`src/rtl/lsu_pkg.sv`:
```
// Shared types and helpers for the read-modify-write load/store unit.
package lsu_pkg;

   localparam int LSU_WIDTH = 32;
   localparam int BYTES     = LSU_WIDTH / 8;

   typedef enum logic [1:0] {
      SZ_BYTE = 2'd0,
      SZ_HALF = 2'd1,
      SZ_WORD = 2'd2,
      SZ_ILL  = 2'd3
   } size_e;

   typedef enum logic [1:0] {
      IDLE  = 2'd0,
      READ  = 2'd1,
      WRITE = 2'd2,
      RESP  = 2'd3
   } state_e;

   // Natural-alignment test only; the illegal size is screened separately.
   function automatic logic misaligned(input size_e size, input logic [1:0] offset);
      case (size)
         SZ_HALF: return offset[0];
         SZ_WORD: return (offset != 2'b00);
         default: return 1'b0;
      endcase
   endfunction

endpackage

```
`src/rtl/lsu_align.sv`:
```
// Lane steering: load extraction/extension and sub-word store merge (combinational).
module lsu_align
   import lsu_pkg::*;
#(
   parameter int WIDTH = 32
) (
   input  logic [WIDTH-1:0]         i_word,
   input  logic [$clog2(BYTES)-1:0] i_offset,
   input  size_e                    i_size,
   input  logic                     i_signed,
   input  logic [WIDTH-1:0]         i_wdata,
   output logic [WIDTH-1:0]         o_load,
   output logic [WIDTH-1:0]         o_merged
);

   logic [$clog2(BYTES)+2:0] w_shamt;
   logic [WIDTH-1:0]         w_lane;
   logic [WIDTH-1:0]         w_mask;
   logic [WIDTH-1:0]         w_ins;

   assign w_shamt = {i_offset, 3'b000};
   assign w_lane  = i_word >> w_shamt;
   assign w_ins   = i_wdata << w_shamt;

   always_comb begin
      o_load = i_word;
      w_mask = '1;
      case (i_size)
         SZ_BYTE: begin
            o_load = {{(WIDTH-8){i_signed & w_lane[7]}}, w_lane[7:0]};
            w_mask = WIDTH'(8'hFF) << w_shamt;
         end
         SZ_HALF: begin
            o_load = {{(WIDTH-16){i_signed & w_lane[15]}}, w_lane[15:0]};
            w_mask = WIDTH'(16'hFFFF) << w_shamt;
         end
         default: ;
      endcase
      o_merged = (i_word & ~w_mask) | (w_ins & w_mask);
   end

endmodule

```
`src/rtl/lsu_rmw.sv`:
```
// Load/store unit in front of a word-only memory; sub-word stores run as read-modify-write.
// Optional LSU_PERF_CNT_EN adds saturating load/store/error response counters.
module lsu_rmw
   import lsu_pkg::*;
#(
   parameter int WIDTH  = 32,
   parameter int ADDR_W = 5
) (
   input  logic              clk,
   input  logic              rst_n,
   input  logic              req_valid,
   output logic              req_ready,
   input  logic              req_we,
   input  logic [1:0]        req_size,
   input  logic              req_signed,
   input  logic [ADDR_W+1:0] req_addr,
   input  logic [WIDTH-1:0]  req_wdata,
   output logic              resp_valid,
   input  logic              resp_ready,
   output logic [WIDTH-1:0]  resp_rdata,
   output logic              resp_err,
   output logic              mem_cs,
   output logic              mem_we,
   output logic [ADDR_W-1:0] mem_addr,
   output logic [WIDTH-1:0]  mem_wd,
   input  logic [WIDTH-1:0]  mem_rd
`ifdef LSU_PERF_CNT_EN
   ,
   output logic [15:0]       cnt_load,
   output logic [15:0]       cnt_store,
   output logic [15:0]       cnt_err
`endif
);

   state_e            r_state;
   state_e            w_next;
   logic              w_accept;
   logic              w_req_err;
   logic              r_we;
   size_e             r_size;
   logic              r_signed;
   logic [ADDR_W+1:0] r_addr;
   logic [WIDTH-1:0]  r_wdata;
   logic [WIDTH-1:0]  r_merged;
   logic [WIDTH-1:0]  r_rdata;
   logic              r_err;
   logic [WIDTH-1:0]  w_load;
   logic [WIDTH-1:0]  w_merged;

   assign w_req_err = misaligned(size_e'(req_size), req_addr[1:0]) || (size_e'(req_size) == SZ_ILL);

   always_ff @(posedge clk or negedge rst_n) begin
      if (!rst_n) r_state <= IDLE;
      else        r_state <= w_next;
   end

   // Memory strobes come from the state register alone, so an async reset kills them at once.
   always_comb begin
      w_next    = r_state;
      w_accept  = 1'b0;
      req_ready = 1'b0;
      resp_valid = 1'b0;
      mem_cs    = 1'b0;
      mem_we    = 1'b0;
      mem_addr  = '0;
      mem_wd    = '0;
      case (r_state)
         IDLE: begin
            req_ready = 1'b1;
            if (req_valid) begin
               w_accept = 1'b1;
               if (w_req_err)                                    w_next = RESP;
               else if (req_we && size_e'(req_size) == SZ_WORD)  w_next = WRITE;
               else                                              w_next = READ;
            end
         end
         READ: begin
            mem_cs   = 1'b1;
            mem_addr = r_addr[ADDR_W+1:2];
            w_next   = r_we ? WRITE : RESP;
         end
         WRITE: begin
            mem_cs   = 1'b1;
            mem_we   = 1'b1;
            mem_addr = r_addr[ADDR_W+1:2];
            mem_wd   = (r_size == SZ_WORD) ? r_wdata : r_merged;
            w_next   = RESP;
         end
         RESP: begin
            resp_valid = 1'b1;
            if (resp_ready) w_next = IDLE;
         end
         default: w_next = IDLE;
      endcase
   end

   assign resp_rdata = r_rdata;
   assign resp_err   = r_err;

   lsu_align #(.WIDTH(WIDTH)) u_align (
      .i_word   (mem_rd),
      .i_offset (r_addr[1:0]),
      .i_size   (r_size),
      .i_signed (r_signed),
      .i_wdata  (r_wdata),
      .o_load   (w_load),
      .o_merged (w_merged)
   );

   always_ff @(posedge clk or negedge rst_n) begin
      if (!rst_n) begin
         r_we     <= 1'b0;
         r_size   <= SZ_BYTE;
         r_signed <= 1'b0;
         r_addr   <= '0;
         r_wdata  <= '0;
         r_merged <= '0;
         r_rdata  <= '0;
         r_err    <= 1'b0;
      end else if (w_accept) begin
         r_we     <= req_we;
         r_size   <= size_e'(req_size);
         r_signed <= req_signed;
         r_addr   <= req_addr;
         r_wdata  <= req_wdata;
         r_rdata  <= '0;
         r_err    <= w_req_err;
      end else if (r_state == READ) begin
         if (r_we) r_merged <= w_merged;
         else      r_rdata  <= w_load;
      end
   end

`ifdef LSU_PERF_CNT_EN
   logic w_enter_resp;
   assign w_enter_resp = (w_next == RESP) && (r_state != RESP);

   always_ff @(posedge clk or negedge rst_n) begin
      if (!rst_n) begin
         cnt_load  <= '0;
         cnt_store <= '0;
         cnt_err   <= '0;
      end else if (w_enter_resp) begin
         if (r_state == IDLE) begin
            if (cnt_err != 16'hFFFF) cnt_err <= cnt_err + 16'd1;
         end else if (r_we) begin
            if (cnt_store != 16'hFFFF) cnt_store <= cnt_store + 16'd1;
         end else begin
            if (cnt_load != 16'hFFFF) cnt_load <= cnt_load + 16'd1;
         end
      end
   end
`endif

endmodule
```
`config.mk`:
```
export PLATFORM = sky130hd
export DESIGN_NAME = lsu_rmw
export DESIGN_NICKNAME = d
export VERILOG_FILES = /design/src/rtl/lsu_pkg.sv /design/src/rtl/lsu_align.sv /design/src/rtl/lsu_rmw.sv
export SDC_FILE = /design/constraint.sdc
export NUM_CORES = 1
export LEC_CHECK = 0
export BUFFER_PORTS_ARGS = -buffer_cell sky130_fd_sc_hd__buf_2
export CORE_ASPECT_RATIO = 1.5
export CORE_MARGIN = 5
export CORE_UTILIZATION = 54
export DETAILED_ROUTE_END_ITERATION = 12
export HOLD_SLACK_MARGIN = 0.05
export PLACE_DENSITY = 0.92
export SYNTH_ARGS = -nofsm -noshare
export SYNTH_HDL_FRONTEND = slang
export SYNTH_SLANG_ARGS = --single-unit
```
`constraint.sdc`:
```
create_clock -name clk -period 2.6 [get_ports clk]
set_clock_uncertainty 0.2 [all_clocks]
set_input_delay 0.26 -clock clk [delete_from_list [all_inputs] [get_ports clk]]
set_output_delay 0.26 -clock clk [all_outputs]
set_load 0.005 [all_outputs]
```
==> results.md <==
* Global-route wire length before repair at ~34000 um
* Total of warnings raised by yosys at 0
* Average footprint of a synthesized cell at around 10 um2
* Core Region at around 11000 um2
* Sequential cell area fraction in the yosys report at 0.449
* Internal Pwr Total at 0.00556 W
* Capturing element type of the critical path: flop
* Flip-flop and latch count after synthesis at between 100 and 150
* Clock edge transition at the registers on the reported setup and hold paths at 0.09 ns
* Number of standard-cell rows in the floorplan at 47
* Number of buffer and inverter instances along the worst setup path at 2
* Max Fclk at slightly above 0.4 GHz
* Cell area after layout at around 8000 um2
* Number of nets with antenna violations after routing at 0
* Worst ir drop on vdd at 0.907 mV
* Setup slack of the most critical reg-to-reg path at around 0.12 ns
* Final Critical Period at 2.48 ns
* Drt first pass iters at 8
* Total negative setup slack at 0 ns
* Synth-to-Final Area Change at 31.5%
* Clock share of power at 0.153
* Relative slew slack at 0.286
* Vias in the first global route at 6226
* HPWL Detailed at 14000 um
* Critical path's slowest cell: o31ai_2
* Most common cell after layout, fill and taps aside: buf_2
* Sw Share at 0.435
* Crit path max fanout at 17
* Power share of the combinational group at 0.506
* Leak Pwr at 3.88 nW
* Path class of the lowest-slack min-delay path: primary input to flop
* Worst Hold Depth at 2
* Gate count after technology mapping at slightly above 600
* Boundary pin count at roughly 150
* Fin. Hold Viols at 0
* Multi-input logic area at approximately 3100 um2
* Total global routing overflow at 0
* Number of cells on the worst reg-to-reg path at 6
* RSZ-0062 raised after global routing: no
* Synth Flop Type: dfrtp_1
* Top library cells by usage in the layout, fill and taps aside: buf_2 (151), nand2_1 (122), dfrtp_1 (108)
* Die height at 140 um
* Power share of the sequential group at 0.341
* Detail-routed net length per standard cell at ~22 um
* DRT iter0 DRCs at about 660
* Number of nets in the layout at between 900 and 1000
* Post-Route Utilization at 0.729
* # port buffers at ~150
* Sequential Area at about 2800 um2
* Gate family responsible for the most delay along the worst path: simple AND/OR/NAND/NOR gates
* Power density normalized to cell area at 1220 nW/um2
* Non-filler instance count after layout at about 1000
* Number of nets in the synthesized netlist at ~710
* Critical path data required time at between 2 and 3 ns
* Clk sinks at 110
* Critical Setup Path Class: flop to flop
* Chip width at 97.0 um
* Via count of the routed design at between 6000 and 7000
* Count of H-tree levels built during CTS at 3
* Switching power of the nets at roughly 0.0043 W
* Netlist area before placement at around 6100 um2
* DIE AREA at about 14000 um2
* Global routing usage summed across all routing layers at 0.316
* Setup violation total in the final timing report at 0
* Max clock buf depth at 2
* Post-synthesis async set-or-reset flop share at 1.00
* Crit path cell chain: inv_1 > ha_1 > nand2_2 > buf_4 > nand2_1 > o31ai_2
* # placed instances at roughly 900
* Starting Density at 0.554
* Final Wtd Congestion at about 1
* Root Buffer: clkbuf_16
* Final period utilization at 0.954
* Outcome: completed
* Total DRC errors in the routed layout at 0
* EDFF count, synth at 0
* Cell depth of the worst setup path at 6
* CTS tree: built
* CTS Buf Count at 9
* Critical Path Start Type: flop
* Share of final-layout standard cells stronger than drive strength 1 at 0.293
* Critical path's largest stage delay at 0.51 ns
* Wirelength, routed at 21500 um
* Worst-skew pair later-pin latency at 0.35 ns
* Final-layout fill cell count at 770
* Max Cap Viol at 0
* Pins over their slew limit at 0
* Dpl cell area at slightly above 7000 um2
* Initial antenna violation count at 1
* Average via count per standard cell at approximately 6.3
* Largest net degree at the start of global routing at 57
* Arrival time reported for the critical path endpoint at between 2 and 3 ns
* Number of distinct standard cells referenced by the synthesized netlist at 45
* Actual slew at the worst max-slew pin at ~1.1 ns
per-stage QoR:
step                      power [W]  setup slack (ns)  hold WS (ns)
after CTS                   0.00956             0.118        0.0500
final                       0.00983             0.119        0.0561
after global routing         0.0104           0.00460        0.0665
after floorplan             0.00632             0.523        -0.236
after global placement      0.00776             0.330         0.104
after detailed placement    0.00793             0.206         0.107
final timing paths:
check,from,end
hold reg to reg,resp_rdata[3]$_DFFE_PN0P_,resp_rdata[3]$_DFFE_PN0P_
setup reg to reg,r_state[0]$_DFFE_PN0P_,resp_rdata[8]$_DFFE_PN0P_
max in group asynchronous,rst_n,resp_rdata[30]$_DFFE_PN0P_
hold / removal,mem_rd[31],resp_rdata[31]$_DFFE_PN0P_
min in group asynchronous,rst_n,r_wdata[29]$_DFFE_PN0P_
setup / recovery,r_state[0]$_DFFE_PN0P_,resp_rdata[8]$_DFFE_PN0P_
power groups by stage:
| stage | Sequential, W | Combinational, W | Clock (W) |
|---|---|---|---|
| 6_report | 0.00335 | 0.00497 | 0.00151 |
| 5_1_grt | 0.00339 | 0.00540 | 0.00158 |
| 4_1_cts | 0.00326 | 0.00479 | 0.00151 |
| 3_5_place_dp | 0.00328 | 0.00465 | 0 |
| 3_3_place_gp | 0.00327 | 0.00449 | 0 |
| 2_1_floorplan | 0.00297 | 0.00334 | 0 |
cells by family (layout without fill, tap and decap cells):
kind of cell             count (synthesis)  in the layout  synth area share
multiplexers                            99             99             0.172
AND/OR/NAND/NOR                        184            184             0.131
other                                    0              1                 0
buffers and inverters                   61            269            0.0423
AO/OA/AOI/OAI                          160            160             0.189
flip-flops                             110            110             0.449
adder cells (fa/ha/maj)                  8              8            0.0163
cell usage after synthesis, types with 2 or more instances:
cell / number / area (um2)
nand2_1: 123 / 462
a22oi_1: 7 / 52.6
a32oi_1: 8 / 70.1
nand2b_1: 2 / 12.5
inv_1: 13 / 48.8
a221o_1: 16 / 160
clkbuf_1: 27 / 101
ha_1: 8 / 100
a21boi_0: 32 / 240
nor2b_1: 5 / 31.3
buf_2: 12 / 60.1
nor2_2: 2 / 12.5
dfrtp_1: 110 / 2750
a21oi_1: 10 / 50.1
nor3b_1: 9 / 67.6
mux2i_1: 57 / 571
o32ai_1: 8 / 70.1
a211o_1: 2 / 17.5
o21ai_0: 45 / 225
buf_1: 6 / 22.5
buf_4: 2 / 15.0
and2_1: 6 / 37.5
and3_1: 2 / 12.5
nor2_1: 26 / 97.6
mux2_2: 41 / 462
nor3_1: 2 / 10.0
a211oi_1: 8 / 60.1
nor4bb_1: 2 / 20.0
o31ai_1: 8 / 60.1
o221ai_1: 8 / 70.1
registers in the layout, summed over array words and instances, names as in the netlist:
register    flops
resp_rdata     32
r_state         2
r_wdata        32
r_addr          7
resp_err        1
r_we            1
r_merged       32
r_signed        1
r_size          2
layout make-up:
type,count,share of cell area
Clock inverter,7,0.0123
Sequential cell,110,0.342
Timing Repair Buffer,240,0.199
Inverter,13,0.00606
Antenna cell,1,0.000311
Multi-Input combinational cell,451,0.389
Clock buffer,9,0.0280
Tap cell,147,0.0228
metal layers:
metal,wire [um],global-route usage,up-vias
li1,-,-,2634
met1,7380,0.360,2943
met2,10300,0.518,410
met3,1890,0.0682,148
met4,1920,0.236,0
met5,0,0,-
repair_timing:
item                                   4_1_cts  5_1_grt
setup endpoints to repair                    0        9
endpoints found under the hold margin      110        0
resized for setup                            0        3
buffers inserted                             0        0
hold buffers                                68        0
No activity file was read; power rests on OpenSTA's default activity.
